[config.mk]
export PLATFORM = sky130hd
export DESIGN_NAME = pipelined_adder
export DESIGN_NICKNAME = d
export VERILOG_FILES = /design/src/rtl/pipelined_adder.sv
export SDC_FILE = /design/constraint.sdc
export NUM_CORES = 1
export LEC_CHECK = 0
export ABC_AREA = 1
export BUFFER_PORTS_ARGS = -buffer_cell sky130_fd_sc_hd__buf_2
export CORE_UTILIZATION = 47
export CTS_CLUSTER_DIAMETER = 60
export DETAILED_ROUTE_END_ITERATION = 6
export HOLD_SLACK_MARGIN = 0.02
export PLACE_DENSITY = 0.75
export SLEW_MARGIN = 20
export SYNTH_ARGS = -nofsm -noshare
export SYNTH_HDL_FRONTEND = slang
export SYNTH_SLANG_ARGS = --single-unit
[constraint.sdc]
create_clock -name clock -period 1.83 [get_ports clock]
set_input_delay 0.549 -clock clock [delete_from_list [all_inputs] [get_ports clock]]
set_output_delay 0.549 -clock clock [all_outputs]
set_load 0.03 [all_outputs]
[src/rtl/pipelined_adder.sv]
// Pipelined add/subtract: DATA_WIDTH bits split into NUM_STAGES carry-registered chunks,
// with valid/ready flow control on both sides and one operation per cycle.
module pipelined_adder #(
  parameter int DATA_WIDTH = 8,
  parameter int NUM_STAGES = 2
) (
  input  logic                  clock,
  input  logic                  reset,
  input  logic                  IN_VALID,
  output logic                  IN_READY,
  input  logic [DATA_WIDTH-1:0] X,
  input  logic [DATA_WIDTH-1:0] Y,
  input  logic                  MODE,
  output logic                  OUT_VALID,
  input  logic                  OUT_READY,
  output logic [DATA_WIDTH:0]   SUM
);

  localparam int STAGES_SAFE = (NUM_STAGES < 1) ? 1 : NUM_STAGES;
  localparam int CHUNK       = DATA_WIDTH / STAGES_SAFE;

  if (NUM_STAGES < 1 || (DATA_WIDTH % STAGES_SAFE) != 0) begin : g_param_check
    $error("pipelined_adder: NUM_STAGES must be >= 1 and divide DATA_WIDTH");
  end

  logic advance;

  // Per-stage inputs: stage 0 sees the ports, stage k sees stage k-1's registers.
  logic [DATA_WIDTH-1:0] a_prev [STAGES_SAFE];
  logic [DATA_WIDTH-1:0] b_prev [STAGES_SAFE];
  logic [DATA_WIDTH-1:0] r_prev [STAGES_SAFE];
  logic [STAGES_SAFE-1:0] carry_prev;

  logic [DATA_WIDTH-1:0] a_d [STAGES_SAFE];
  logic [DATA_WIDTH-1:0] b_d [STAGES_SAFE];
  logic [DATA_WIDTH-1:0] r_d [STAGES_SAFE];
  logic [DATA_WIDTH-1:0] a_q [STAGES_SAFE];
  logic [DATA_WIDTH-1:0] b_q [STAGES_SAFE];
  logic [DATA_WIDTH-1:0] r_q [STAGES_SAFE];
  logic [STAGES_SAFE-1:0] carry_d, carry_q;
  logic [STAGES_SAFE-1:0] valid_d, valid_q;

  always_comb begin
    advance   = !OUT_VALID || OUT_READY;
    IN_READY  = advance;
    OUT_VALID = valid_q[STAGES_SAFE-1];
    SUM       = {carry_q[STAGES_SAFE-1], r_q[STAGES_SAFE-1]};
  end

  always_comb begin
    logic [CHUNK:0] chunk_sum;
    chunk_sum     = '0;
    carry_prev    = '0;
    valid_d       = '0;
    carry_d       = '0;
    a_prev[0]     = X;
    b_prev[0]     = MODE ? ~Y : Y;
    r_prev[0]     = '0;
    carry_prev[0] = MODE;
    valid_d[0]    = IN_VALID;
    for (int unsigned k = 1; k < STAGES_SAFE; k++) begin
      a_prev[k]     = a_q[k-1];
      b_prev[k]     = b_q[k-1];
      r_prev[k]     = r_q[k-1];
      carry_prev[k] = carry_q[k-1];
      valid_d[k]    = valid_q[k-1];
    end
    for (int unsigned k = 0; k < STAGES_SAFE; k++) begin
      chunk_sum = {1'b0, a_prev[k][k*CHUNK +: CHUNK]}
                + {1'b0, b_prev[k][k*CHUNK +: CHUNK]}
                + {{CHUNK{1'b0}}, carry_prev[k]};
      a_d[k]    = a_prev[k];
      b_d[k]    = b_prev[k];
      r_d[k]    = r_prev[k];
      r_d[k][k*CHUNK +: CHUNK] = chunk_sum[CHUNK-1:0];
      carry_d[k] = chunk_sum[CHUNK];
    end
  end

  // Data registers load only behind a valid op, so SUM keeps its last value across bubbles.
  always_ff @(posedge clock) begin
    if (reset) begin
      valid_q <= '0;
      carry_q <= '0;
      for (int unsigned k = 0; k < STAGES_SAFE; k++) begin
        a_q[k] <= '0;
        b_q[k] <= '0;
        r_q[k] <= '0;
      end
    end else if (advance) begin
      valid_q <= valid_d;
      for (int unsigned k = 0; k < STAGES_SAFE; k++) begin
        if (valid_d[k]) begin
          a_q[k]     <= a_d[k];
          b_q[k]     <= b_d[k];
          r_q[k]     <= r_d[k];
          carry_q[k] <= carry_d[k];
        end
      end
    end
  end

endmodule

==> metrics.txt <==
GPL Wtd Cong=0.7830; CTS root buf=sky130_fd_sc_hd__clkbuf_4; area added between synthesis and finish=16.91%; maximum number of pins on one net before global-route repair=19; Fmax=0.6229 GHz; number of iterations in the first detailed-routing pass=4; maximum number of buffers from clock root to sink=2; critical path data arrival time=around 1.8 ns; Worst setup EP type=register; total of flip-flops plus latches after synthesis=24; via-per-instance ratio=between 4 and 5; estimated wirelength of the detail-placed design=~1500 um; initial antenna violation count=0; quantity of gates resized following cts=0; area used by multi-input combinational logic=a little under 500 um^2; nets in the synthesized netlist=153; synthesis warning total=0; actual slew at the worst max-slew pin=0.4657 ns; DRC violation count after routing=0; global router's overall resource usage=around 16%; aggregate global routing overflow=0; fraction of layout instances using a drive strength above 1=between 20% and 30%; Routed Wire Length=roughly 1900 um; final setup skew=0.001893 ns; unrepaired setup endpoints after global routing=no; TritonCTS clock tree=yes; number of distinct library cells after synthesis=21; Buffers on Ports=31; DRC violation total after the first TritonRoute iteration=16; chip width=54.19 um; portion of the post-synthesis area used by sequential elements=a little over half; CTS H-Tree Depth=1; Worst Reg-to-Reg Cells=4; row count=18; Area contributors post-synth=sky130_fd_sc_hd__edfxtp_1 47%, sky130_fd_sc_hd__dfxtp_1 6.3%, sky130_fd_sc_hd__inv_1 6.2%, sky130_fd_sc_hd__nor2_1 6.2%, sky130_fd_sc_hd__ha_1 5.9%; clock-pin slew on the worst setup and hold paths=~0.12 ns; highest fanout seen on the critical path=2; number of slew-limit violations in the final report=0; number of clock sinks seen by CTS=24; initial standard-cell utilization of the core=50.74%; total vias in the final route=867; total area of sequential cells=between 600 and 700 um^2; final-report setup violation count=0; post-synthesis cell area=1280 um^2; number of post-CTS setup repair buffers=0; Die Y-Extent=between 50 and 60 um; Worst setup SP type=register; filler cell count in the final layout=approximately 230; number of global-route vias before repair=799; cell count of the worst hold path=2; worst vdd ir=0.0005715 V; quantity of hold-fixing buffers added after cts=0; overall die area=~3000 um^2; class of the most critical hold timing path=input port to register; routed wire length per instance=roughly 10 um; status=completed; most area-hungry cell type in the Yosys netlist=sky130_fd_sc_hd__edfxtp_1; crit path kind=register to register; required time worst endpoint=2.02 ns; share of the synthesized area in the top cell type=46.92%; clock period minus worst slack=1.605 ns; Fin Hold WS=0.4796 ns; max-cap check violation count=0; Core Area=2522 um^2; fraction of the cycle the final worst path needs=87.72%; Static Leak=0.7433 nW; final core utilization=between 50% and 60%; final sum of negative setup slack=0 ns; count of inserted antenna diode cells=0; Power Density=824.8 nW/um^2; Post-Syn Instances=123; total clock buffers created by CTS=3; first-pass GRT wire length=3256 um; latest clock arrival within the worst-skew pair=about 0.31 ns; antenna viol nets, final=0; I/O Pins=32; number of nets in the finished design=188; per-instance average area after synthesis=roughly 10 um^2; final count of hold timing violations=0; Slew HR=between 60% and 70%
## cell families after synthesis
family / count (synthesis) / synth area share [%]
buf+inv: 26 / 9.091
fa+ha+maj: 9 / 10.56
xor+xnor: 10 / 6.842
flops: 24 / 53.18
compound gates: 11 / 5.573
simple gates: 43 / 14.76
## final cells by class
cell class / count / area share (%)
Clock buffer: 4 / 2.425
Inverter: 23 / 5.936
Multi-Input combinational cell: 73 / 32.27
Sequential cell: 24 / 45.48
Tap cell: 30 / 2.508
Timing Repair Buffer: 33 / 11.37
## sequential cells by signal, summed over array words and instances (netlist names)
| name | count |
|---|---|
| r_q | 12 |
| a_q | 4 |
| carry_q | 2 |
| valid_q | 2 |
| b_q | 4 |
## synth_stat cells
| library cell | instances |
|---|---|
| sky130_fd_sc_hd__inv_1 | 21 |
| sky130_fd_sc_hd__nor2_1 | 21 |
| sky130_fd_sc_hd__edfxtp_1 | 20 |
| sky130_fd_sc_hd__nand2_1 | 14 |
| sky130_fd_sc_hd__a21oi_1 | 8 |
| sky130_fd_sc_hd__ha_1 | 6 |
| sky130_fd_sc_hd__xnor2_1 | 6 |
| sky130_fd_sc_hd__nand3_1 | 5 |
| sky130_fd_sc_hd__dfxtp_1 | 4 |
| sky130_fd_sc_hd__xor2_1 | 4 |
| sky130_fd_sc_hd__fa_1 | 3 |
| sky130_fd_sc_hd__nand2_4 | 2 |
| sky130_fd_sc_hd__buf_2 | 1 |
| sky130_fd_sc_hd__buf_4 | 1 |
| sky130_fd_sc_hd__buf_8 | 1 |
| sky130_fd_sc_hd__inv_2 | 1 |
| sky130_fd_sc_hd__inv_4 | 1 |
| sky130_fd_sc_hd__nand3_2 | 1 |
| sky130_fd_sc_hd__o21ai_4 | 1 |
| sky130_fd_sc_hd__o21bai_1 | 1 |
| sky130_fd_sc_hd__o31ai_1 | 1 |
## metrics by stage
step	instances	instance area, um^2	setup WS [ns]	power, mW
6_report	187	1496	0.2247	1.234
5_1_grt	187	1496	0.1390	1.307
4_1_cts	187	1496	0.2030	1.250
3_5_place_dp	183	1460	0.009756	0.9759
3_3_place_gp	183	1460	0.03062	0.9620
2_1_floorplan	123	1280	0.02197	0.8952
## routing by layer
| layer | share of wire, % | track usage, % | vias to the layer above |
|---|---|---|---|
| li1 | - | - | 459 |
| met1 | 43 | 19.31 | 377 |
| met2 | 49 | 27.24 | 27 |
| met3 | 4.9 | 2.542 | 4 |
| met4 | 3.0 | 10.26 | 0 |
| met5 | 0 | 0 | - |
## placed cells by master (no fill, tap or decap), types with 3 or more instances in the layout
cell type | netlist | layout
sky130_fd_sc_hd__xor2_1 | 4 | 4
sky130_fd_sc_hd__nand2_1 | 14 | 14
sky130_fd_sc_hd__inv_1 | 21 | 21
sky130_fd_sc_hd__fa_1 | 3 | 3
sky130_fd_sc_hd__nand3_1 | 5 | 5
sky130_fd_sc_hd__xnor2_1 | 6 | 6
sky130_fd_sc_hd__nor2_1 | 21 | 21
sky130_fd_sc_hd__ha_1 | 6 | 6
sky130_fd_sc_hd__dfxtp_1 | 4 | 4
sky130_fd_sc_hd__edfxtp_1 | 20 | 20
sky130_fd_sc_hd__buf_2 | 1 | 31
sky130_fd_sc_hd__a21oi_1 | 8 | 8
sky130_fd_sc_hd__clkbuf_4 | 0 | 3
## report_power, final
group / switching, mW / total (mW) / internal, mW / leakage (nW)
sequential: 0.0184 / 0.674 / 0.655 / 0.248
clock: 0.152 / 0.274 / 0.122 / 0.0210
combinational: 0.178 / 0.287 / 0.109 / 0.474
## path summary, 6_finish.rpt
path,from,slack (ns),endpoint
worst min-delay path,reset,0.48,valid_q[1]$_SDFFE_PP0N_
worst max register to register,a_q[0][4]$_SDFFCE_PN0P_,0.22,r_q[0][13]$_SDFFCE_PN0P_
worst min register to register,carry_q[1]$_SDFFE_PP0P_,0.49,carry_q[1]$_SDFFE_PP0P_
worst max-delay path,a_q[0][4]$_SDFFCE_PN0P_,0.22,r_q[0][13]$_SDFFCE_PN0P_
## critical path, cell delays in order (launching register included)
cell and delay [ns]:
sky130_fd_sc_hd__edfxtp_1 0.42, sky130_fd_sc_hd__fa_1 0.45, sky130_fd_sc_hd__inv_1 0.09, sky130_fd_sc_hd__fa_1 0.41
sky130_fd_sc_hd__nor2_1 0.10
Power figures use the tool's default switching activity.
